**src/rtl/fundamental_bin_selector_pkg.sv**
```systemverilog
// fbin_pkg: shared types and field helpers for the fundamental bin selector.
//   fbin_state_t : frame FSM state (CAPTURE -> SCAN -> EMIT -> CAPTURE)
//   fbin_found_bit(bin_w) : position of the found flag in the result word;
//                           the bin index occupies bits [bin_w-1:0] below it.
package fbin_pkg;

  typedef enum logic [1:0] {
    CAPTURE = 2'd0,
    SCAN    = 2'd1,
    EMIT    = 2'd2
  } fbin_state_t;

  function automatic int fbin_found_bit(input int bin_w);
    return bin_w;
  endfunction

endpackage

```
**src/rtl/fundamental_bin_selector_buffer.sv**
```systemverilog
// bin_frame_buffer: one-frame store of per-bin samples.
// One synchronous write port and one asynchronous (combinational) read port,
// so a consumer can examine one entry per cycle with no read latency.
//   clk     in  clock
//   we_i    in  write enable
//   waddr_i in  write address
//   wdata_i in  write data
//   raddr_i in  read address
//   rdata_o out read data (combinational from raddr_i)
module bin_frame_buffer #(
  parameter int DEPTH = 32,
  parameter int WIDTH = 88,
  localparam int AW = $clog2(DEPTH)
) (
  input  logic             clk,
  input  logic             we_i,
  input  logic [AW-1:0]    waddr_i,
  input  logic [WIDTH-1:0] wdata_i,
  input  logic [AW-1:0]    raddr_i,
  output logic [WIDTH-1:0] rdata_o
);

  logic [WIDTH-1:0] mem_q [DEPTH];

  // Contents need no reset: every entry is rewritten before it is read.
  always_ff @(posedge clk) begin
    if (we_i) mem_q[waddr_i] <= wdata_i;
  end

  assign rdata_o = mem_q[raddr_i];

endmodule

```
**src/rtl/fundamental_bin_selector.sv**
```systemverilog
// fundamental_bin_selector: per frame, captures N_BINS joined (mag, sal)
// samples while tracking their maxima, then scans upward from MIN_BIN for the
// first bin with sal >= max_sal >> SAL_SHIFT and mag > max_mag >> MAG_SHIFT,
// and emits one {found, bin} word.
//
// Handshake: a stream word transfers on a rising clk edge where its valid and
// ready are both high. valid never depends on ready; once raised, valid and
// data hold until the transfer.
//
// Ports:
//   clk, reset            clock, asynchronous active-high reset
//   mag_valid_i/_data_i   magnitude stream in, bin 0 first; mag_ready_o out
//   sal_valid_i/_data_i   salience stream in, index-aligned with mag;
//                         sal_ready_o out
//   dout_valid_o/_data_o  result word {found, bin} out; dout_ready_i in
//   state_o               current FSM state (debug)
module fundamental_bin_selector
  import fbin_pkg::*;
#(
  parameter int N_BINS    = 32,
  parameter int MIN_BIN   = 1,
  parameter int MAG_WIDTH = 24,
  parameter int SAL_WIDTH = 64,
  parameter int MAG_SHIFT = 8,
  parameter int SAL_SHIFT = 10,
  localparam int BIN_W    = $clog2(N_BINS)
) (
  input  logic                 clk,
  input  logic                 reset,
  input  logic                 mag_valid_i,
  input  logic [MAG_WIDTH-1:0] mag_data_i,
  output logic                 mag_ready_o,
  input  logic                 sal_valid_i,
  input  logic [SAL_WIDTH-1:0] sal_data_i,
  output logic                 sal_ready_o,
  output logic                 dout_valid_o,
  output logic [BIN_W:0]       dout_data_o,
  input  logic                 dout_ready_i,
  output fbin_state_t          state_o
);

  localparam int FOUND_BIT = fbin_found_bit(BIN_W);
  localparam logic [BIN_W-1:0] LAST_IDX = BIN_W'(N_BINS - 1);
  localparam logic [BIN_W-1:0] MIN_IDX  = BIN_W'(MIN_BIN);

  fbin_state_t          state_q, state_d;
  logic [BIN_W-1:0]     cap_idx_q, cap_idx_d;
  logic [BIN_W-1:0]     scan_idx_q, scan_idx_d;
  logic [MAG_WIDTH-1:0] max_mag_q, max_mag_d;
  logic [SAL_WIDTH-1:0] max_sal_q, max_sal_d;
  logic [MAG_WIDTH-1:0] mag_thr_q, mag_thr_d;
  logic [SAL_WIDTH-1:0] sal_thr_q, sal_thr_d;
  logic                 thr_rdy_q, thr_rdy_d;
  logic [BIN_W:0]       res_q, res_d;

  logic                           accept;
  logic [MAG_WIDTH+SAL_WIDTH-1:0] rd_word;
  logic [MAG_WIDTH-1:0]           rd_mag;
  logic [SAL_WIDTH-1:0]           rd_sal;
  logic                           qualify;

  // The two streams are joined: each side's ready follows the other's valid,
  // so a bin is consumed only when both halves are present. Ready is forced
  // low while reset is held so nothing can transfer during reset.
  assign mag_ready_o = (state_q == CAPTURE) && sal_valid_i && !reset;
  assign sal_ready_o = (state_q == CAPTURE) && mag_valid_i && !reset;
  assign accept      = (state_q == CAPTURE) && mag_valid_i && sal_valid_i;

  assign dout_valid_o = (state_q == EMIT);
  assign dout_data_o  = res_q;
  assign state_o      = state_q;

  bin_frame_buffer #(
    .DEPTH (N_BINS),
    .WIDTH (MAG_WIDTH + SAL_WIDTH)
  ) u_buf (
    .clk     (clk),
    .we_i    (accept),
    .waddr_i (cap_idx_q),
    .wdata_i ({mag_data_i, sal_data_i}),
    .raddr_i (scan_idx_q),
    .rdata_o (rd_word)
  );

  assign rd_mag  = rd_word[SAL_WIDTH +: MAG_WIDTH];
  assign rd_sal  = rd_word[SAL_WIDTH-1:0];
  assign qualify = (rd_sal >= sal_thr_q) && (rd_mag > mag_thr_q);

  always_comb begin
    state_d    = state_q;
    cap_idx_d  = cap_idx_q;
    scan_idx_d = scan_idx_q;
    max_mag_d  = max_mag_q;
    max_sal_d  = max_sal_q;
    mag_thr_d  = mag_thr_q;
    sal_thr_d  = sal_thr_q;
    thr_rdy_d  = thr_rdy_q;
    res_d      = res_q;
    case (state_q)
      CAPTURE: begin
        if (accept) begin
          // Strictly greater: a tie keeps the earlier maximum.
          if (mag_data_i > max_mag_q) max_mag_d = mag_data_i;
          if (sal_data_i > max_sal_q) max_sal_d = sal_data_i;
          if (cap_idx_q == LAST_IDX) begin
            cap_idx_d  = '0;
            scan_idx_d = MIN_IDX;
            thr_rdy_d  = 1'b0;
            state_d    = SCAN;
          end else begin
            cap_idx_d = cap_idx_q + 1'b1;
          end
        end
      end
      SCAN: begin
        // First SCAN cycle registers both thresholds once per frame so the
        // shift stays off the per-bin compare path; bins are examined from
        // the following cycle on.
        if (!thr_rdy_q) begin
          mag_thr_d = max_mag_q >> MAG_SHIFT;
          sal_thr_d = max_sal_q >> SAL_SHIFT;
          thr_rdy_d = 1'b1;
        end else if (qualify) begin
          res_d                   = '0;
          res_d[FOUND_BIT]        = 1'b1;
          res_d[BIN_W-1:0]        = scan_idx_q;
          state_d                 = EMIT;
        end else if (scan_idx_q == LAST_IDX) begin
          res_d   = '0;
          state_d = EMIT;
        end else begin
          scan_idx_d = scan_idx_q + 1'b1;
        end
      end
      EMIT: begin
        if (dout_ready_i) begin
          max_mag_d = '0;
          max_sal_d = '0;
          state_d   = CAPTURE;
        end
      end
      default: state_d = CAPTURE;
    endcase
  end

  always_ff @(posedge clk or posedge reset) begin
    if (reset) begin
      state_q    <= CAPTURE;
      cap_idx_q  <= '0;
      scan_idx_q <= '0;
      max_mag_q  <= '0;
      max_sal_q  <= '0;
      mag_thr_q  <= '0;
      sal_thr_q  <= '0;
      thr_rdy_q  <= 1'b0;
      res_q      <= '0;
    end else begin
      state_q    <= state_d;
      cap_idx_q  <= cap_idx_d;
      scan_idx_q <= scan_idx_d;
      max_mag_q  <= max_mag_d;
      max_sal_q  <= max_sal_d;
      mag_thr_q  <= mag_thr_d;
      sal_thr_q  <= sal_thr_d;
      thr_rdy_q  <= thr_rdy_d;
      res_q      <= res_d;
    end
  end

endmodule

```
**config.mk**
```make
export PLATFORM = sky130hd
export DESIGN_NAME = fundamental_bin_selector
export DESIGN_NICKNAME = d
export VERILOG_FILES = /design/src/rtl/fundamental_bin_selector_pkg.sv /design/src/rtl/fundamental_bin_selector_buffer.sv /design/src/rtl/fundamental_bin_selector.sv
export SDC_FILE = /design/constraint.sdc
export NUM_CORES = 2
export LEC_CHECK = 0
export CAP_MARGIN = 20
export CORE_MARGIN = 3
export CORE_UTILIZATION = 56
export DETAILED_ROUTE_END_ITERATION = 6
export PLACE_DENSITY = 0.75
export SETUP_SLACK_MARGIN = 0.15
export SYNTH_ARGS = -nofsm -noshare
export SYNTH_HDL_FRONTEND = slang
export SYNTH_SLANG_ARGS = --single-unit
export TNS_END_PERCENT = 20
```
**constraint.sdc**
```tcl
create_clock -name clk -period 6.9 [get_ports clk]
set_input_delay 1.725 -clock clk [delete_from_list [all_inputs] [get_ports clk]]
set_output_delay 1.725 -clock clk [all_outputs]
set_load 0.01 [all_outputs]
```
---- Word level (Yosys, flattened, before mapping) ----
Memory sizes are Yosys's and may differ from the RTL's.
Cells that the tools add are included.
storage, ports and cells
  memories kept ........................... 1
  register bits after elaboration ......... 177
  word-level logic and storage cells ...... 78
  RAM bits ................................ 2816
operators by class
  reduce and logical (&&, ||, !) cells .... 19
  $add $sub $neg .......................... 2
  eq/ne operators ......................... 13
  mux-type cells .......................... 29
  order comparisons ....................... 4
  bitwise logic cells ..................... 1
memories
  memory       depth  width  rd ports  clocked after memory_dff  write ports  line                                   RTL
  u_buf.mem_q  32     88     1         0                         1            fundamental_bin_selector_buffer.sv:23  logic [WIDTH-1:0] mem_q [DEPTH];
operators by type and width
  kind                 number
  $mux 64              3
  $pmux 64 s2          1
  $mux 24              3
  $ge 64x54->1         1
  $gt 64x64->1         1
  $pmux 24 s2          1
  $mux 5               6
  $gt 24x16->1         1
  $gt 24x24->1         1
  $mux 2               6
  $mux 6               2
  $add 5x1->5 const B  2
  $eq 5x5->1 const B   2
  $pmux 5 s2           1
  $ne 2x1->1 const B   4
  $ne 2x2->1 const B   4
  $reduce_and 4->1     2
  $logic_and 1x1->1    6
  $pmux 2 s3           1
  $reduce_and 3->1     2
  $reduce_and 6->1     1
  $reduce_bool 2->1    3
  $reduce_and 5->1     1
  $mux 1               4
  8 further kinds      9

---- Depth between registers and ports, before layout ----
An unclocked memory read counts as a cell.
  word-level depth ........................ 6
  depth in mapped cells ................... 22
  gate-level depth less buffers ........... 14

---- Hierarchy ----
From an unflattened synthesis, not the netlist that was laid out.
unflattened totals
  cell total of the unflattened synthesis .. 6164
  area total of the unflattened synthesis .. 117647.8 um2
modules (own cells, without submodules)
  module                    area an instance (um2)  cells an instance  instances
  bin_frame_buffer          107055.2                5057               1
  fundamental_bin_selector  10592.7                 1107               1

---- Least setup slack after synthesis ----
Ideal clock, no wire load.
  kind .................................... in2reg
  from .................................... in sal_valid_i
  to ...................................... mem u_buf.mem_q[31][0], enable pin
  library setup time ...................... 0.536 ns
  buffers on the path ..................... 1
  path slack .............................. 0.390 ns
  arrival time ............................ 5.975 ns
  data required time ...................... 6.364 ns
  stages .................................. 4
  cell sequence ........................... and3_1 clkbuf_1 nand2_1 nor2_1
on the way
  word-level cells in the longest chain between the ends .. 3
RTL lines
  item                          line                                   RTL
  start: declaration            fundamental_bin_selector.sv:33         input logic sal_valid_i,
  $logic_and 1x1->1             fundamental_bin_selector.sv:67         assign accept = (state_q == CAPTURE) && mag_valid_i && sal_valid_i;
  $mux 1                        fundamental_bin_selector_buffer.sv:27  if (we_i) mem_q[waddr_i] <= wdata_i;
  $mux 1 (not written as such)  fundamental_bin_selector_buffer.sv:27
  end: declaration              fundamental_bin_selector_buffer.sv:23
No other way between the ends.

---- Final worst setup path ----
  from .................................... reg scan_idx_q[0]
  to ...................................... reg scan_idx_q[4]
on the way
  word-level cells in the longest chain between the ends .. 5
  elaborated cells between the ends (all ways) .. 13
  classes of those cells .................. add/sub: 1; order compare: 2; eq/ne: 3; mux: 4; reduce/logical: 2; memory: 1
RTL lines
  item                                                             line                                                             RTL
  start: declaration                                               fundamental_bin_selector.sv:48                                   logic [BIN_W-1:0] scan_idx_q, scan_idx_d;
  start signal: assignment                                         fundamental_bin_selector.sv:160                                  scan_idx_q <= scan_idx_d;
  $mem_v2 32x88 / $add 5x1->5 (equally long branches)              n/a
  $ge 64x54->1, or another cell as far along                       fundamental_bin_selector.sv:87                                   assign qualify = (rd_sal >= sal_thr_q) && (rd_mag > mag_thr_q);
  $logic_and 1x1->1 / $mux 5 (equally long branches)               fundamental_bin_selector.sv:87, fundamental_bin_selector.sv:123
  $ne 2x2->1 (no line) / $mux 5 (equally long branches)            n/a
  $reduce_and 6->1 (no line) / $pmux 5 s2 (equally long branches)  n/a
Several ways; a longest one is shown, not always the timed one. The select of a mux whose other input is x is not followed.
A chain may end at the register's enable or synchronous reset.

==> impl_metrics.yaml <==
power_and_ir_drop:
  fin_total_pwr_mw: 39.14
  p_leak_nw: 42.49
  powerDensity_nw_per_um2: 299.0
  vdd_ir_drop_max_v: 0.0002805
finish:
  nNetsFinal: 6060
  stdcell_area_um2: 130900
  finish.utilization_pct: 63.92
  drive_above_1_share_pct: 25.07
  stdcell_count: 8698
  areaGrowthSynthToFinish_pct: 13.32
yosys:
  seq_area_frac_synth_pct: 77.03
  async_reset_ff_share_pct: 5.914
  synthSimpleGateAreaFrac_pct: 2.675
  synthXorXnorAreaFrac_pct: 0.007582
  synth_edf_count: 2816
  ys.flop_type: "edfxtp_1"
  synth_top_cell_by_area: "edfxtp_1"
  yosysTopAreaCellShare_pct: 73.20
  yosys_warnings: 0
  netlist_instances: 5395
  ys_ff_latch: 2993
  syn_avg_cell_area_um2: 21.41
  synthDistinctLibCells: 75
  synth_compound_gate_area_share_pct: 2.011
  synth_area_um2: 115500
  synth_top_family_by_area: "multiplexers"
  synth.most_common_cell: "edfxtp_1"
  yosys.area_share.adder_pct: 1.787
  synth.area.mux_share_pct: 14.98
  syn_nets: 5653
  synth_area_leaders: "edfxtp_1, mux4_2, dfrtp_1, ha_1, mux2_2"
  synth_common_cells: "edfxtp_1, mux4_2, nand2_1, dfrtp_1"
worst_setup_path:
  regToRegStartpoint: "scan_idx_q[0]"
  start_kind: "register"
  crit_type: "register to register"
  cp-end-kind: "register"
  critPathMaxFanout: 33
  worstPathArrival_ns: 6.74
  cp-startpoint: "scan_idx_q[0]"
  crit_required_ns: 7.67
die:
  pin_count: 104
  die_h_um: 460.2
  fp-row-count: 166
  dieWidth_um: 460.2
  dieArea_um2: 211800
  coreArea_um2: 204800
  start_util_pct: 56.41
placed_design:
  io_buffers: 103
  dpl_cell_area_um2: 121400
  dp.cells: 8174
  hpwl_mm: 150.6
  gp_congestion: 0.8581
cts:
  htreeDepth: 5
  cts_tree: "done"
  cts_buffers: 306
  cts_repair_resize_count: 0
  clockBufferDepth: 4
  clk_latency_ns: 0.96
  cts_setup_buffers: 0
  path_clk_slew_ns: 0.06
  clock_sinks: 2993
  root_buffer: "clkbuf_16"
  cts_hold_buffers: 0
route:
  vias_per_cell: 6.744
  first_pass_iters: 6
  drc: 0
  drt_iter0_drc: 8040
  routedWlPerCell_um: 34.21
  ant_nets: 0
  totalWireLength_mm: 297.5
  vias: 58660
sta:
  hold_viol: 0
  relSlewSlack_pct: 22.35
  clock_skew_ns: 0.06448
  slew_viol_final: 0
  fmax_ghz: 0.1678
  fin_crit_ns: 5.961
  grt_setup_unrepaired: "false"
  setup_tns_ns: 0
  tightest_slew_ns: 1.165
  fin_crit_sh_pct: 86.39
  setup_violations: 0
global_routing:
  grt_max_degree: 129
  grt_overflow: 0
  first_global_vias: 59610
  grt_pass1_wl_mm: 425.5
  antenna_found_initial: 24
  track_usage_pct: 28.34
hold_path:
  min_path_type: "register to register"
  worstHoldStart: "max_sal_q[47]"
job:
  maxCapViolCount: 0
status:
  status: "finished, final reports clean"
## cell type report
type	instances	area [um^2]
Fill cell	12950	73880
Clock buffer	375	8115
Inverter	166	631.9
Antenna cell	8	20.02
Timing Repair Buffer	337	3533
Sequential cell	2993	89010
Tap cell	2688	3363
Clock inverter	133	1184
Multi-Input combinational cell	1998	25050
## worst max-delay path: stages, from the launching register on
cell,delay (ns)
dfrtp_4,0.98
buf_12,0.34
buf_12,0.23
mux4_2,0.57
mux4_2,0.51
mux2_2,0.34
ha_1,0.33
nand4_1,0.17
nor4_1,0.71
nor3b_1,0.30
a211oi_1,0.11
buf_4,0.18
o221ai_2,0.36
and2_4,0.27
nor2_1,0.06
a211o_1,0.27
## layout by cell type, fill, tap and decap left out, types with 102 or more instances in the layout
cell type        synthesis  final
mux4_2                 705    705
nand2_1                224    224
dfrtp_1                177    172
a21oi_1                139    139
mux2_2                 118    118
inv_1                  165    163
o21ai_0                114    114
ha_1                   165    165
clkdlybuf4s50_1          0    102
edfxtp_1              2816   2816
buf_4                    2    175
nor4_1                 109    109
clkbuf_16                0    314
## state kept, by name (all words and copies together), names as in the netlist
signal,flops
sal_thr_q,54
state_o,2
u_buf.mem_q,2816
scan_idx_q,5
max_sal_q,64
dout_data_o,6
cap_idx_q,5
mag_thr_q,16
thr_rdy_q,1
max_mag_q,24
## layer usage
| metal | vias to the layer above | wire length [um] | share of wire, % | track usage (%) |
|---|---|---|---|---|
| met1 | 30600 | 107900 | 36 | 39.17 |
| met4 | 14 | 11760 | 4.0 | 10.94 |
| met2 | 4169 | 142400 | 48 | 43.97 |
| met3 | 732 | 35350 | 12 | 7.393 |
| li1 | 23150 | - | - | - |
| met5 | - | 94 | 0.032 | 0 |
## logic make-up (layout without fill, tap and decap cells)
kind of cell,Yosys count,in the layout
flops,2993,2993
mux,832,832
simple gates,616,616
buf+inv,404,1011
compound gates,384,384
fa+ha+maj,165,165
xor+xnor,1,1
other cells,0,8
## report_power, final
part	total, mW	leakage [nW]	switching (mW)	internal, mW
sequential	20.8	27.3	0.258	20.6
clock	15.7	4.55	6.58	9.12
combinational	2.63	10.6	1.73	0.904
## path summary, 6_finish.rpt
check / slack [ns] / endpoint / depth (start not counted)
max reg2reg: 0.94 / scan_idx_q[4] / 15
min reg2reg: 0.47 / sal_thr_q[37] / 2
max: 0.94 / scan_idx_q[4] / 15
min in group asynchronous: 1.23 / max_mag_q[5] / 2
min: 0.47 / sal_thr_q[37] / 2
max in group asynchronous: 4.50 / max_sal_q[34] / 3
## per-stage QoR
step | hold WS (ns) | worst slack, ns
finish | 0.4724 | 0.9392
global route | 0.5064 | 0.7107
CTS | 0.4789 | 0.9467
detailed placement | 0.4677 | 0.6377
global placement | 0.4645 | 0.6477
floorplan | 0.4498 | 0.3731
(Power assumes the default switching activity.)
